### config.mk
export PLATFORM = sky130hd
export DESIGN_NAME = lj_r2_lut_addr_gen
export DESIGN_NICKNAME = d
export VERILOG_FILES = /design/src/rtl/lj_r2_lut_addr_gen.sv
export SDC_FILE = /design/constraint.sdc
export NUM_CORES = 1
export LEC_CHECK = 0
export ABC_AREA = 1
export CELL_PAD_IN_SITES_DETAIL_PLACEMENT = 1
export CELL_PAD_IN_SITES_GLOBAL_PLACEMENT = 1
export CORE_MARGIN = 8
export CORE_UTILIZATION = 25
export DETAILED_ROUTE_END_ITERATION = 6
export PLACE_DENSITY = 0.61
export SKIP_CTS_REPAIR_TIMING = 1
export SLEW_MARGIN = 20
export SYNTH_ARGS = -nofsm -noshare
export SYNTH_HDL_FRONTEND = slang
export SYNTH_SLANG_ARGS = --single-unit
### constraint.sdc
create_clock -name clock -period 5.67 [get_ports clock]
set_input_delay 0.567 -clock clock [delete_from_list [all_inputs] [get_ports clock]]
set_output_delay 0.567 -clock clock [all_outputs]
set_load 0.02 [all_outputs]
### src/rtl/lj_r2_lut_addr_gen.sv
// LJ r2 -> coefficient ROM address generator.
// Decodes r2 into a segment/bin ROM address, carries the residual fraction and
// range flags alongside the fixed-latency ROM read, and buffers results in a
// small FWFT FIFO. Input flow control is credit based because the ROM pipe cannot stall.
module lj_r2_lut_addr_gen #(
  parameter int unsigned ADDR_WIDTH = 12,
  parameter int unsigned BIN_BITS   = 8,
  parameter int unsigned NUM_SEG    = 12,
  parameter int unsigned MIN_EXP    = 121,
  parameter int unsigned LUT_LAT    = 2,
  parameter int unsigned FIFO_DEPTH = 4
) (
  input  logic                  clock,
  input  logic                  resetn,
  input  logic                  ivalid,
  output logic                  iready,
  input  logic [31:0]           ir2,
  output logic [ADDR_WIDTH-1:0] lut_address,
  output logic                  lut_rden,
  input  logic [31:0]           lut_q,
  output logic                  ovalid,
  input  logic                  oready,
  output logic [31:0]           ocoef,
  output logic [22-BIN_BITS:0]  odelta,
  output logic [1:0]            oflags
);

  localparam int unsigned DELTA_W = 23 - BIN_BITS;
  localparam int unsigned ENTRY_W = 32 + DELTA_W + 2;
  localparam int unsigned PTR_W   = (FIFO_DEPTH > 1) ? $clog2(FIFO_DEPTH) : 1;
  localparam int unsigned OCC_W   = $clog2(FIFO_DEPTH + 1);
  localparam int unsigned SC_LEN  = LUT_LAT + 1;

  // Decode signals
  logic                  sign_c;
  logic [7:0]            exp_c;
  logic [22:0]           man_c;
  logic [7:0]            seg_c;
  logic [ADDR_WIDTH-1:0] dec_addr_c;
  logic [DELTA_W-1:0]    dec_delta_c;
  logic [1:0]            dec_flags_c;

  // Handshake
  logic                  accept_c;
  logic                  pop_c;
  logic                  push_c;
  logic [ENTRY_W-1:0]    push_data_c;
  logic [ENTRY_W-1:0]    head_c;

  // Address stage
  logic [ADDR_WIDTH-1:0] lut_address_q, lut_address_d;
  logic                  lut_rden_q, lut_rden_d;
  logic [DELTA_W-1:0]    as_delta_q, as_delta_d;
  logic [1:0]            as_flags_q, as_flags_d;

  // Sidecar aligned with the ROM read latency
  logic [SC_LEN-1:0]     sc_vld_q, sc_vld_d;
  logic [DELTA_W-1:0]    sc_delta_q [SC_LEN];
  logic [DELTA_W-1:0]    sc_delta_d [SC_LEN];
  logic [1:0]            sc_flags_q [SC_LEN];
  logic [1:0]            sc_flags_d [SC_LEN];

  // Output FIFO and credit counter
  logic [ENTRY_W-1:0]    mem_q [FIFO_DEPTH];
  logic [ENTRY_W-1:0]    mem_d [FIFO_DEPTH];
  logic [PTR_W-1:0]      wr_ptr_q, wr_ptr_d;
  logic [PTR_W-1:0]      rd_ptr_q, rd_ptr_d;
  logic [OCC_W-1:0]      cnt_q, cnt_d;
  logic [OCC_W-1:0]      occ_q, occ_d;
  logic                  iready_q, iready_d;
  logic                  ovalid_q, ovalid_d;
  logic [31:0]           ocoef_q, ocoef_d;
  logic [DELTA_W-1:0]    odelta_q, odelta_d;
  logic [1:0]            oflags_q, oflags_d;

  function automatic logic [PTR_W-1:0] ptr_inc(input logic [PTR_W-1:0] p);
    return (p == PTR_W'(FIFO_DEPTH - 1)) ? '0 : p + PTR_W'(1);
  endfunction

  // Split r2 into segment/bin address, residual fraction and range flags
  always_comb begin
    sign_c      = ir2[31];
    exp_c       = ir2[30:23];
    man_c       = ir2[22:0];
    seg_c       = exp_c - 8'(MIN_EXP);
    dec_addr_c  = '0;
    dec_delta_c = '0;
    dec_flags_c = 2'b00;
    if (sign_c || (9'(exp_c) < 9'(MIN_EXP))) begin
      dec_flags_c = 2'b01;
    end else if (9'(exp_c) >= 9'(MIN_EXP + NUM_SEG)) begin
      dec_flags_c = 2'b10;
    end else begin
      dec_addr_c  = (ADDR_WIDTH'(seg_c) << BIN_BITS) | ADDR_WIDTH'(man_c[22 -: BIN_BITS]);
      dec_delta_c = man_c[DELTA_W-1:0];
    end
  end

  // Handshake events for this cycle
  always_comb begin
    accept_c    = ivalid && iready_q;
    pop_c       = ovalid_q && oready;
    push_c      = sc_vld_q[SC_LEN-1];
    push_data_c = {lut_q, sc_delta_q[SC_LEN-1], sc_flags_q[SC_LEN-1]};
  end

  // Address stage: load on accept, otherwise hold address and drop read enable
  always_comb begin
    lut_address_d = lut_address_q;
    as_delta_d    = as_delta_q;
    as_flags_d    = as_flags_q;
    lut_rden_d    = accept_c;
    if (accept_c) begin
      lut_address_d = dec_addr_c;
      as_delta_d    = dec_delta_c;
      as_flags_d    = dec_flags_c;
    end
  end

  // Sidecar shift register tracking each ROM read until lut_q is valid
  always_comb begin
    sc_vld_d      = sc_vld_q;
    sc_delta_d    = sc_delta_q;
    sc_flags_d    = sc_flags_q;
    sc_vld_d[0]   = lut_rden_q;
    sc_delta_d[0] = as_delta_q;
    sc_flags_d[0] = as_flags_q;
    for (int unsigned i = 1; i < SC_LEN; i++) begin
      sc_vld_d[i]   = sc_vld_q[i-1];
      sc_delta_d[i] = sc_delta_q[i-1];
      sc_flags_d[i] = sc_flags_q[i-1];
    end
  end

  // FIFO pointers, credits and FWFT output registers
  always_comb begin
    mem_d    = mem_q;
    wr_ptr_d = wr_ptr_q;
    rd_ptr_d = rd_ptr_q;
    if (push_c) begin
      mem_d[wr_ptr_q] = push_data_c;
      wr_ptr_d        = ptr_inc(wr_ptr_q);
    end
    if (pop_c) begin
      rd_ptr_d = ptr_inc(rd_ptr_q);
    end
    cnt_d    = cnt_q + OCC_W'(push_c) - OCC_W'(pop_c);
    occ_d    = occ_q + OCC_W'(accept_c) - OCC_W'(pop_c);
    iready_d = (occ_d < OCC_W'(FIFO_DEPTH));
    ovalid_d = (cnt_d != '0);
    head_c   = mem_d[rd_ptr_d];
    ocoef_d  = ocoef_q;
    odelta_d = odelta_q;
    oflags_d = oflags_q;
    if (ovalid_d) begin
      {ocoef_d, odelta_d, oflags_d} = head_c;
    end
  end

  // State registers
  always_ff @(posedge clock or negedge resetn) begin
    if (!resetn) begin
      lut_address_q <= '0;
      lut_rden_q    <= 1'b0;
      as_delta_q    <= '0;
      as_flags_q    <= '0;
      sc_vld_q      <= '0;
      for (int unsigned i = 0; i < SC_LEN; i++) begin
        sc_delta_q[i] <= '0;
        sc_flags_q[i] <= '0;
      end
      for (int unsigned i = 0; i < FIFO_DEPTH; i++) begin
        mem_q[i] <= '0;
      end
      wr_ptr_q <= '0;
      rd_ptr_q <= '0;
      cnt_q    <= '0;
      occ_q    <= '0;
      iready_q <= 1'b0;
      ovalid_q <= 1'b0;
      ocoef_q  <= '0;
      odelta_q <= '0;
      oflags_q <= '0;
    end else begin
      lut_address_q <= lut_address_d;
      lut_rden_q    <= lut_rden_d;
      as_delta_q    <= as_delta_d;
      as_flags_q    <= as_flags_d;
      sc_vld_q      <= sc_vld_d;
      sc_delta_q    <= sc_delta_d;
      sc_flags_q    <= sc_flags_d;
      mem_q         <= mem_d;
      wr_ptr_q      <= wr_ptr_d;
      rd_ptr_q      <= rd_ptr_d;
      cnt_q         <= cnt_d;
      occ_q         <= occ_d;
      iready_q      <= iready_d;
      ovalid_q      <= ovalid_d;
      ocoef_q       <= ocoef_d;
      odelta_q      <= odelta_d;
      oflags_q      <= oflags_d;
    end
  end

  assign iready      = iready_q;
  assign lut_address = lut_address_q;
  assign lut_rden    = lut_rden_q;
  assign ovalid      = ovalid_q;
  assign ocoef       = ocoef_q;
  assign odelta      = odelta_q;
  assign oflags      = oflags_q;

endmodule

==> reports/metrics.yaml, run 1 <==
synth:
  syn_avg_cell_area_um2: 7.844
  synth-seq-cells: 341
  ys_top_cells_by_count: "nand2_1, inv_1, dfrtp_1, nand3_1, o21ai_0"
  yosys_warnings: 0
  synth_cell_type_count: 27
  synth-edff-count: 0
  synth_top_area_frac: 0.5505
  syn-num-nets: 2055
  synth_top_area_cell: "dfrtp_1"
  synth_area_mm2: 0.01550
  yosysMostFrequentCell: "nand2_1"
  ys.flop_type: "dfrtp_1"
  synth_area_leaders: "dfrtp_1, nand2_1, inv_1, nand3_1, o21ai_0"
  ys_seq_area_frac: 0.5505
  synthCells: 1976
  synthArstFlopShare: 1.000
power_and_ir_drop:
  clkPwrFrac: 0.216
  sw_frac_of_total: 0.4278
  p_int_mw: 6.807
  p_leak_nw: 10.32
  peakVddDrop_v: 0.0004411
  p_per_area_mw_per_mm2: 632.8
  p_seq_frac: 0.335
  comb_power_share: 0.449
  p_switching_mw: 5.089
clocking:
  clkTransAtPathRegs_ns: 0.06
  clk_latency_ns: 0.55
  h-tree-depth: 2
  clock-sinks: 341
  numCtsBuffers: 41
  cts-root-buf: "clkbuf_16"
  clock_path_buffers: 3
  cts_tree: "done"
timing:
  period_share: 0.6181
  skew_ns: 0.01246
  finalSetupViolations: 0
  clock.fmax_mhz: 285.3
  period_needed_ns: 3.505
  tns_ns: 0
  rsz0062_at_grt: "no"
  fin_hold_ws_ns: 0.1262
  hold_viol: 0
  tightest_slew_ns: 1.049
  slew_viol_final: 0
  max_slew_margin: 0.3010
status:
  status: "complete, no violations"
cells_and_area:
  utilization: 0.3057
  drive_gt1_frac: 0.04415
  nFillCells: 7400
  layout.nets: 2139
  synthToLayoutAreaGrowth_pct: 21.28
  final_cells: 2875
critical_path:
  reg2reg_depth: 8
  cpPeakStageDelay_ns: 0.81
  startpoint_type: "flop"
  r2r_setup_slack_ns: 2.17
  crit_cells: 8
  worstReg2RegStart: "sc_vld_q[2]$_DFF_PN0_"
  worstPathRequired_ns: 6.09
  cp.arrival_ns: 3.92
  cp-startpoint: "sc_vld_q[2]$_DFF_PN0_"
  cpMostUsedCell: "nand2_1"
  crit_fanout: 58
  critPathBufInv: 2
  critPathSlowestCell: "dfrtp_4"
  worstSetupPathType: "flop to flop"
  path_delay_family: "simple AND/OR/NAND/NOR gates"
  path_cells: "ha_1 -> fa_1 -> inv_1 -> or2_2 -> buf_4 -> nand3_4 -> nand2_1 -> nand2_1"
  timing.rr.end: "odelta[1]$_DFFE_PN0P_"
  end_kind: "flop"
hold_path:
  min_path_type: "primary input to asynchronous set/reset pin"
global_route:
  grtUsageTotal: 0.1317
  antenna_found_initial: 1
  grt_max_degree: 123
  gr-total-overflow: 0
  grt_pass1_wl_mm: 75.01
  grt_pass1_vias: 13620
detailed_routing:
  drt-total-wl_mm: 45.58
  viasPerCell: 4.318
  vias: 12410
  routedWlPerCell_um: 15.85
  drt-initial-drc-count: 480
  firstDrtPassIters: 4
  ant_nets: 0
  drc_errors: 0
floorplan:
  die_h_um: 265.0
  row_count: 91
  core_area_mm2: 0.06148
  io_pins: 132
  initial_utilization: 0.2521
  die_w_um: 265.0
  die_area_mm2: 0.07022
placement:
  place_congestion: 0.7100
  io_buffers: 131
  dp_cells: 2807
  hpwlAfterDp_mm: 27.34
flow_run:
  maxCapViolCount: 0
[cells by family after synthesis]
group	after synthesis	synth area share
simple gates	872	0.2328
buf+inv	564	0.1438
flops	341	0.5505
compound gates	183	0.06022
fa+ha+maj	11	0.009848
xor+xnor	5	0.002826
[power groups by stage]
stage               Clock [mW]  Combinational, mW  Sequential, mW
floorplan                    0               3.48            4.08
global route              2.74               6.17            4.11
global placement             0               5.19            4.02
finish                    2.57               5.34            3.99
CTS                       2.66               5.47            4.02
detailed placement           0               5.44            4.05
[layout make-up]
cell class                 instances  area [um2]  share of cell area
multi-input combinational       1071        4807              0.2557
timing repair buffer             146        1454             0.07734
inverter                         459        1723             0.09165
antenna                            1       2.502           0.0001331
tap                              790       988.4             0.05258
clock buffer                      60        1197             0.06370
clock inverter                     7       88.84            0.004726
sequential                       341        8537              0.4541
[state kept, by name, indices dropped and copies added, names as in the netlist, 3 cells and up]
register,count
lut_address,12
ocoef,32
occ_q,3
as_delta_q,15
cnt_q,3
sc_delta_d,30
push_data_c,17
sc_flags_d,4
odelta,15
mem_q,196
sc_vld_q,3
[worst max path at each step]
stage,endpoint,slack [ns]
detailed placement,odelta[1]$_DFFE_PN0P_,1.65
global route,odelta[13]$_DFFE_PN0P_,1.86
finish,odelta[1]$_DFFE_PN0P_,2.17
CTS,odelta[1]$_DFFE_PN0P_,2.14
global placement,odelta[12]$_DFFE_PN0P_,1.77
floorplan,ocoef[22]$_DFFE_PN0P_,3.08
[per-layer routing]
metal | track usage | routed length, um | share of wire | vias up
met5 | 0 | 0 | 0 | -
met4 | 0.03360 | 884 | 0.019 | 0
met3 | 0.02622 | 1949 | 0.043 | 53
met2 | 0.2271 | 21930 | 0.48 | 160
met1 | 0.1676 | 20820 | 0.46 | 6143
li1 | - | - | - | 6057
[per-stage QoR]
stage	worst slack (ns)	instance area [um2]	total power, mW
6_report	2.165	18800	11.90
5_1_grt	1.859	18800	13.03
4_1_cts	2.139	18790	12.15
3_3_place_gp	1.770	17500	9.213
3_5_place_dp	1.651	17500	9.492
2_1_floorplan	3.076	15500	7.561
[worst reg2reg max path: stages (launching register included)]
cell and delay [ns]:
dfrtp_4 0.81, ha_1 0.41, fa_1 0.36, inv_1 0.09
or2_2 0.11, buf_4 0.51, nand3_4 0.73, nand2_1 0.31
nand2_1 0.07
[cells in the final DEF (no fill, tap or decap)]
| cell | count |
|---|---|
| buf_12 | 2 |
| inv_2 | 1 |
| dfrtp_4 | 1 |
| bufinv_16 | 2 |
| clkinv_2 | 4 |
| nor2_4 | 1 |
| clkbuf_8 | 10 |
| nand2_1 | 653 |
| o21ai_4 | 3 |
| clkbuf_1 | 9 |
| fa_1 | 2 |
| nor2_1 | 8 |
| xnor2_1 | 2 |
| buf_8 | 1 |
| clkbuf_16 | 41 |
| nand3_1 | 149 |
| nand2_4 | 5 |
| buf_4 | 13 |
| inv_1 | 458 |
| clkdlybuf4s50_1 | 130 |
| nand4_1 | 50 |
| ha_1 | 8 |
| nor2_2 | 1 |
| o21a_1 | 1 |
| nand2_2 | 2 |
| nand3_4 | 1 |
| xor2_1 | 3 |
| o21ai_1 | 41 |
| or2_2 | 2 |
| o21ai_0 | 138 |
| ha_2 | 1 |
| dfrtp_1 | 340 |
| diode_2 | 1 |
| clkinv_4 | 1 |
Power figures use the tool's default switching activity.
==> inputs of run 2 (changes only) <==
--- a/config.mk
+++ b/config.mk
@@ -11,7 +11,7 @@
 export CORE_MARGIN = 8
 export CORE_UTILIZATION = 25
 export DETAILED_ROUTE_END_ITERATION = 6
-export PLACE_DENSITY = 0.61
+export PLACE_DENSITY = 0.63
 export SKIP_CTS_REPAIR_TIMING = 1
 export SLEW_MARGIN = 20
 export SYNTH_ARGS = -nofsm -noshare
==> constraint.sdc (replaced) <==
create_clock -name clock -period 2.9 [get_ports clock]
set_input_delay 0.29 -clock clock [delete_from_list [all_inputs] [get_ports clock]]
set_output_delay 0.29 -clock clock [all_outputs]
set_load 0.02 [all_outputs]
==> reports/metrics.yaml, run 2 (synthesis gave the netlist of run 1 again) <==
global_route:
  met3_usage: 0.02465  # -0.001575
  met2_usage: 0.2320  # +0.004901
  antenna_found_initial: 0  # -1
  gr-total-overflow: 0  # unchanged
  grtUsageTotal: 0.1380  # +0.006309
  grt_max_degree: 93  # -24%
  grt_pass1_wl_mm: 78.02  # +4.0%
  grt_pass1_vias: 14010  # +2.9%
  use_met1: 0.1760  # +0.008343
  globalRoute.busiestLayer: "met2"
power_and_ir_drop:
  p_leak_nw: 10.58  # +2.6%
  p_per_area_mw_per_mm2: 1264  # +100%
  p_total_mw: 24.41  # +110%
  peakVddDrop_v: 0.0008848  # +100%
floorplan:
  initial_utilization: 0.2521  # unchanged
  die_area_mm2: 0.07022  # unchanged
  die_w_um: 265.0  # unchanged
  core_area_mm2: 0.06148  # unchanged
  io_pins: 132  # unchanged
  die_h_um: 265.0  # unchanged
  row_count: 91  # unchanged
cells_and_area:
  largest_reg_flops: 196  # unchanged
  most-common-layout-cells: "nand2_1, inv_1, dfrtp_1"
  antennaDiodeCount: 0  # -1
  final_common_cell: "nand2_1"
  layout.nets: 2163  # +1.1%
  drive_gt1_frac: 0.06005  # +0.01590
  nFillCells: 7368  # -0.43%
  final_area_mm2: 0.01930  # +2.7%
  regMostFlops: "mem_q"
  synthToLayoutAreaGrowth_pct: 24.52
timing:
  worst_slack_ns: 0.5281  # -1.637 ns
  finalSetupViolations: 0  # unchanged
  period_needed_ns: 2.372  # -1.133 ns
  slew_viol_final: 0  # unchanged
  rsz0062_at_grt: "no"
  clock.fmax_mhz: 421.6  # +48%
  tightest_slew_ns: 0.8373  # -0.2112 ns
  period_share: 0.8179  # +0.1998
  hold_viol: 0  # unchanged
  skew_ns: 0.02904  # +0.01658 ns
  tns_ns: 0  # unchanged
  max_slew_margin: 0.4418  # +0.1408
critical_path:
  crit_fanout: 26  # -55%
  worstSetupPathType: "flop to flop"
  startpoint_type: "flop"
  cp.arrival_ns: 2.81  # -1.11 ns
  end_kind: "flop"
  worstPathRequired_ns: 3.33  # -2.76 ns
clocking:
  h-tree-depth: 2  # unchanged
  clk_latency_ns: 0.57  # +0.02 ns
  clock_path_buffers: 3  # unchanged
  cts-root-buf: "clkbuf_16"
  clock-sinks: 341  # unchanged
  cts_tree: "done"
  numCtsBuffers: 42  # +2.4%
  clkTransAtPathRegs_ns: 0.06  # about the same
placement:
  place_ws_ns: 0.1498  # -1.501 ns
  hpwlAfterDp_mm: 30.37  # +11%
  place_congestion: 0.7345  # +3.5%
  place_area_mm2: 0.01780  # +1.7%
  io_buffers: 131  # unchanged
detailed_routing:
  viasPerCell: 4.358  # +0.93%
  drt-initial-drc-count: 552  # +15%
  drc_errors: 0  # unchanged
  routedWlPerCell_um: 16.39  # +3.4%
  ant_nets: 0  # unchanged
  drt-total-wl_mm: 47.63  # +4.5%
  firstDrtPassIters: 4  # unchanged
  vias: 12660  # +2.0%
flow_run:
  maxCapViolCount: 0  # unchanged
hold_path:
  min_path_type: "primary input to asynchronous set/reset pin"
status:
  status: "complete, no violations"
==> run 2: changes by cell type in the layout (fill, tap and decap cells not counted), moves of 2 or more <==
cell | before | now
clkbuf_16 | 41 | 43
clkinvlp_4 | 0 | 2
clkinv_2 | 4 | 8
bufinv_16 | 2 | 6
clkbuf_1 | 9 | 4
buf_12 | 2 | 13
buf_4 | 13 | 24
==> run 2: through the flow <==
stage	instances	util	hold WS (ns)
finish	2905	0.3139	0.2451
global route	2905	0.3139	0.2707
CTS	2904	0.3138	-0.3533
detailed placement	2829	0.2896	0.2445
global placement	2829	0.2896	0.2423
floorplan	1976	-	-0.005591
==> run 2: path summary, 6_finish.rpt <==
check	end	slack, ns	from	cells after the start
worst min-delay path	as_delta_q[11]$_DFFE_PN0N_	0.25	resetn	2
worst max register to register	ocoef[9]$_DFFE_PN0P_	0.53	ovalid$_DFF_PN0_	10
max in group asynchronous	sc_vld_q[2]$_DFF_PN0_	1.76	resetn	3
worst max-delay path	ocoef[9]$_DFFE_PN0P_	0.53	ovalid$_DFF_PN0_	10
min in group clock	as_delta_q[5]$_DFFE_PN0N_	0.31	ir2[5]	3
worst min register to register	sc_delta_d[10]$_DFF_PN0_	0.35	sc_delta_d[25]$_DFF_PN0_	0
==> run 2: area by class of cell <==
cell class / count / area, um2 / share of cell area
Timing Repair Buffer: 169 / 1767 / 0.09153
Sequential cell: 341 / 8537 / 0.4423
Inverter: 459 / 1723 / 0.08926
Tap cell: 790 / 988.4 / 0.05121
Clock inverter: 17 / 244.0 / 0.01264
Multi-Input combinational cell: 1071 / 4800 / 0.2487
Clock buffer: 58 / 1242 / 0.06437
==> run 2: layer usage <==
metal  up-vias  part of all wire
met5         -                 0
met4         0             0.032
met3        95             0.039
met1      6282              0.45
met2       189              0.48
li1       6093                 -
==> run 2: worst max-delay path, cell delays in order, from the launching register on <==
cell and delay, ns:
dfrtp_1 0.40, nand2_2 0.12, or2_2 0.31, nand2_1 0.07, ha_1 0.15, fa_1 0.47
nor2_4 0.20, nand3_4 0.09, buf_4 0.24, nand2_1 0.10, nand2_1 0.06
==> run 2: power by group <==
| part | internal (mW) | total, mW | switching [mW] |
|---|---|---|---|
| logic | 3.73 | 10.9 | 7.16 |
| clock network | 3.52 | 5.63 | 2.11 |
| registers | 6.87 | 7.89 | 1.02 |
| total | 14.1 | 24.4 | 10.3 |
==> inputs of run 3 (changes only) <==
==> constraint.sdc (replaced) <==
create_clock -name clock -period 2 [get_ports clock]
set_input_delay 0.2 -clock clock [delete_from_list [all_inputs] [get_ports clock]]
set_output_delay 0.2 -clock clock [all_outputs]
set_load 0.02 [all_outputs]
==> reports/metrics.yaml, run 3 (synthesis gave the netlist of run 1 again) <==
power_and_ir_drop:
  peakVddDrop_v: 0.0007325  # -17%
  p_leak_nw: 10.86  # +2.6%
  p_per_area_mw_per_mm2: 1882  # +49%
hold_path:
  min_path_type: "primary input to asynchronous set/reset pin"
floorplan:
  core_area_mm2: 0.06148  # unchanged
  die_area_mm2: 0.07022  # unchanged
  die_w_um: 265.0  # unchanged
  row_count: 91  # unchanged
  initial_utilization: 0.2521  # unchanged
  io_pins: 132  # unchanged
  die_h_um: 265.0  # unchanged
clocking:
  clkTransAtPathRegs_ns: 0.06  # about the same
  clk_latency_ns: 0.58  # about the same
  clock_path_buffers: 3  # unchanged
  h-tree-depth: 2  # unchanged
  cts-root-buf: "clkbuf_16"
  numCtsBuffers: 41  # -2.4%
  cts_tree: "done"
  clock-sinks: 341  # unchanged
timing:
  hold_viol: 0  # unchanged
  fin_hold_ws_ns: 0.1522  # -0.09296 ns
  rsz0062_at_grt: "yes"
  skew_ns: 0.03157  # +0.002523 ns
  slew_viol_final: 0  # unchanged
  period_share: 1.075  # +0.2570
  finalSetupViolations: 50  # +50
  clock.fmax_mhz: 465.2  # +10%
  max_slew_margin: 0.6939  # +0.2521
  worst_slack_ns: -0.1497  # -0.6779 ns
  tightest_slew_ns: 0.4592  # -0.3781 ns
  period_needed_ns: 2.150  # -0.2221 ns
critical_path:
  end_kind: "flop"
  worstPathRequired_ns: 2.44  # -0.89 ns
  crit_fanout: 8  # -69%
  cp.arrival_ns: 2.59  # -0.22 ns
  worstSetupPathType: "flop to flop"
  r2r_setup_slack_ns: -0.15  # -0.68 ns
  worstReg2RegStart: "ovalid$_DFF_PN0_"
  reg2reg_depth: 11  # +1
  startpoint_type: "flop"
  cp-startpoint: "ovalid$_DFF_PN0_"
  timing.rr.end: "ocoef[21]$_DFFE_PN0P_"
global_route:
  antenna_found_initial: 1  # +1
  grtUsageTotal: 0.1361  # -0.001916
  gr-total-overflow: 0  # unchanged
  grt_max_degree: 77  # -17%
  grt_pass1_wl_mm: 76.85  # -1.5%
  grt_pass1_vias: 13690  # -2.3%
detailed_routing:
  viasPerCell: 4.349  # -0.19%
  drc_errors: 0  # unchanged
  highest_layer: "met5"
  met1Wirelength_mm: 22.38  # +3.7%
  vias: 12770  # +0.91%
  firstDrtPassIters: 4  # unchanged
  drt-total-wl_mm: 48.79  # +2.4%
  routedWlPerCell_um: 16.61  # +1.3%
  drt-initial-drc-count: 612  # +11%
  met2_length_mm: 23.31  # +3.0%
  met3_wirelength_mm: 1.714  # -8.9%
  ant_nets: 0  # unchanged
cells_and_area:
  synthToLayoutAreaGrowth_pct: 28.50
  regMostFlops: "mem_q"
  final_common_cell: "nand2_1"
  antennaDiodeCount: 0  # unchanged
  drive_gt1_frac: 0.08384  # +0.02379
  largest_reg_flops: 196  # unchanged
  most-common-layout-cells: "nand2_1, inv_1, dfrtp_1"
  final_cells: 2937  # +1.1%
  layout.nets: 2194  # +1.4%
placement:
  place_congestion: 0.7439  # +1.3%
  dp_cells: 2850  # +0.74%
  io_buffers: 131  # unchanged
  hpwlAfterDp_mm: 31.16  # +2.6%
  place_ws_ns: -0.5616  # -0.7114 ns
status:
  violations: "setup timing"
  status: "finished, violations left"
flow_run:
  maxCapViolCount: 0  # unchanged
-- run 3: changes by cell type in the layout (fill, tap and decap cells not counted), sizes merged --
| cell | change |
|---|---|
| bufinv | -1 |
| clkinvlp | -1 |
| buf | +27 |
| clkinv | +1 |
| clkbuf | +4 |
| inv | +2 |
-- run 3: how the worst max path moves through the flow --
stage | endpoint | slack (ns) | cells after the start
2_1_floorplan | ocoef[21]$_DFFE_PN0P_ | -0.11 | 10
3_5_place_dp | ocoef[15]$_DFFE_PN0P_ | -0.56 | 11
3_3_place_gp | ocoef[0]$_DFFE_PN0P_ | -0.52 | 11
6_report | ocoef[21]$_DFFE_PN0P_ | -0.15 | 11
5_1_grt | ocoef[21]$_DFFE_PN0P_ | -0.24 | 11
4_1_cts | ocoef[15]$_DFFE_PN0P_ | -0.13 | 10
-- run 3: worst max-delay path, cell delays in order, from the launching register on --
cell       delay, ns
dfrtp_2         0.38
nand2_4         0.06
or2_4           0.24
nand2_4         0.06
ha_4            0.12
fa_2            0.46
nor2_4          0.18
nand3_4         0.09
buf_12          0.17
clkbuf_16       0.18
nand2_2         0.06
nand2_1         0.04
-- run 3: cell type report --
type,count,area (um2)
flip-flops and latches,341,8538
clock buffers,57,1176
clock inverters,18,254.0
inverters,459,1723
fillers,7323,41570
well taps,790,988.4
repair buffers,201,2317
multi-input cells,1071,4920
-- run 3: layer usage --
metal | track usage | vias up
met5 | 0 | -
met4 | 0.04712 | 2
met3 | 0.02187 | 77
met2 | 0.2298 | 206
met1 | 0.1757 | 6312
li1 | - | 6177
-- run 3: power breakdown --
group / internal [mW] / switching, mW / total, mW / leakage [nW]
combinational: 6.85 / 11.4 / 18.2 / 6.06
sequential: 9.96 / 1.43 / 11.4 / 4.09
clock: 4.79 / 3.10 / 7.89 / 0.705
total: 21.6 / 15.9 / 37.5 / 10.9
-- run 3: per-stage QoR --
| stage | setup TNS, ns | instance area [um2] | power, mW | util |
|---|---|---|---|---|
| after global routing | -10.46 | 19920 | 40.57 | 0.3239 |
| final | -5.682 | 19920 | 37.49 | 0.3239 |
| after CTS | -5.125 | 19590 | 36.58 | 0.3186 |
| after detailed placement | -27.54 | 18160 | 28.40 | 0.2953 |
| after floorplan | -4.939 | 15560 | 21.64 | - |
| after global placement | -26.13 | 18160 | 27.59 | 0.2953 |
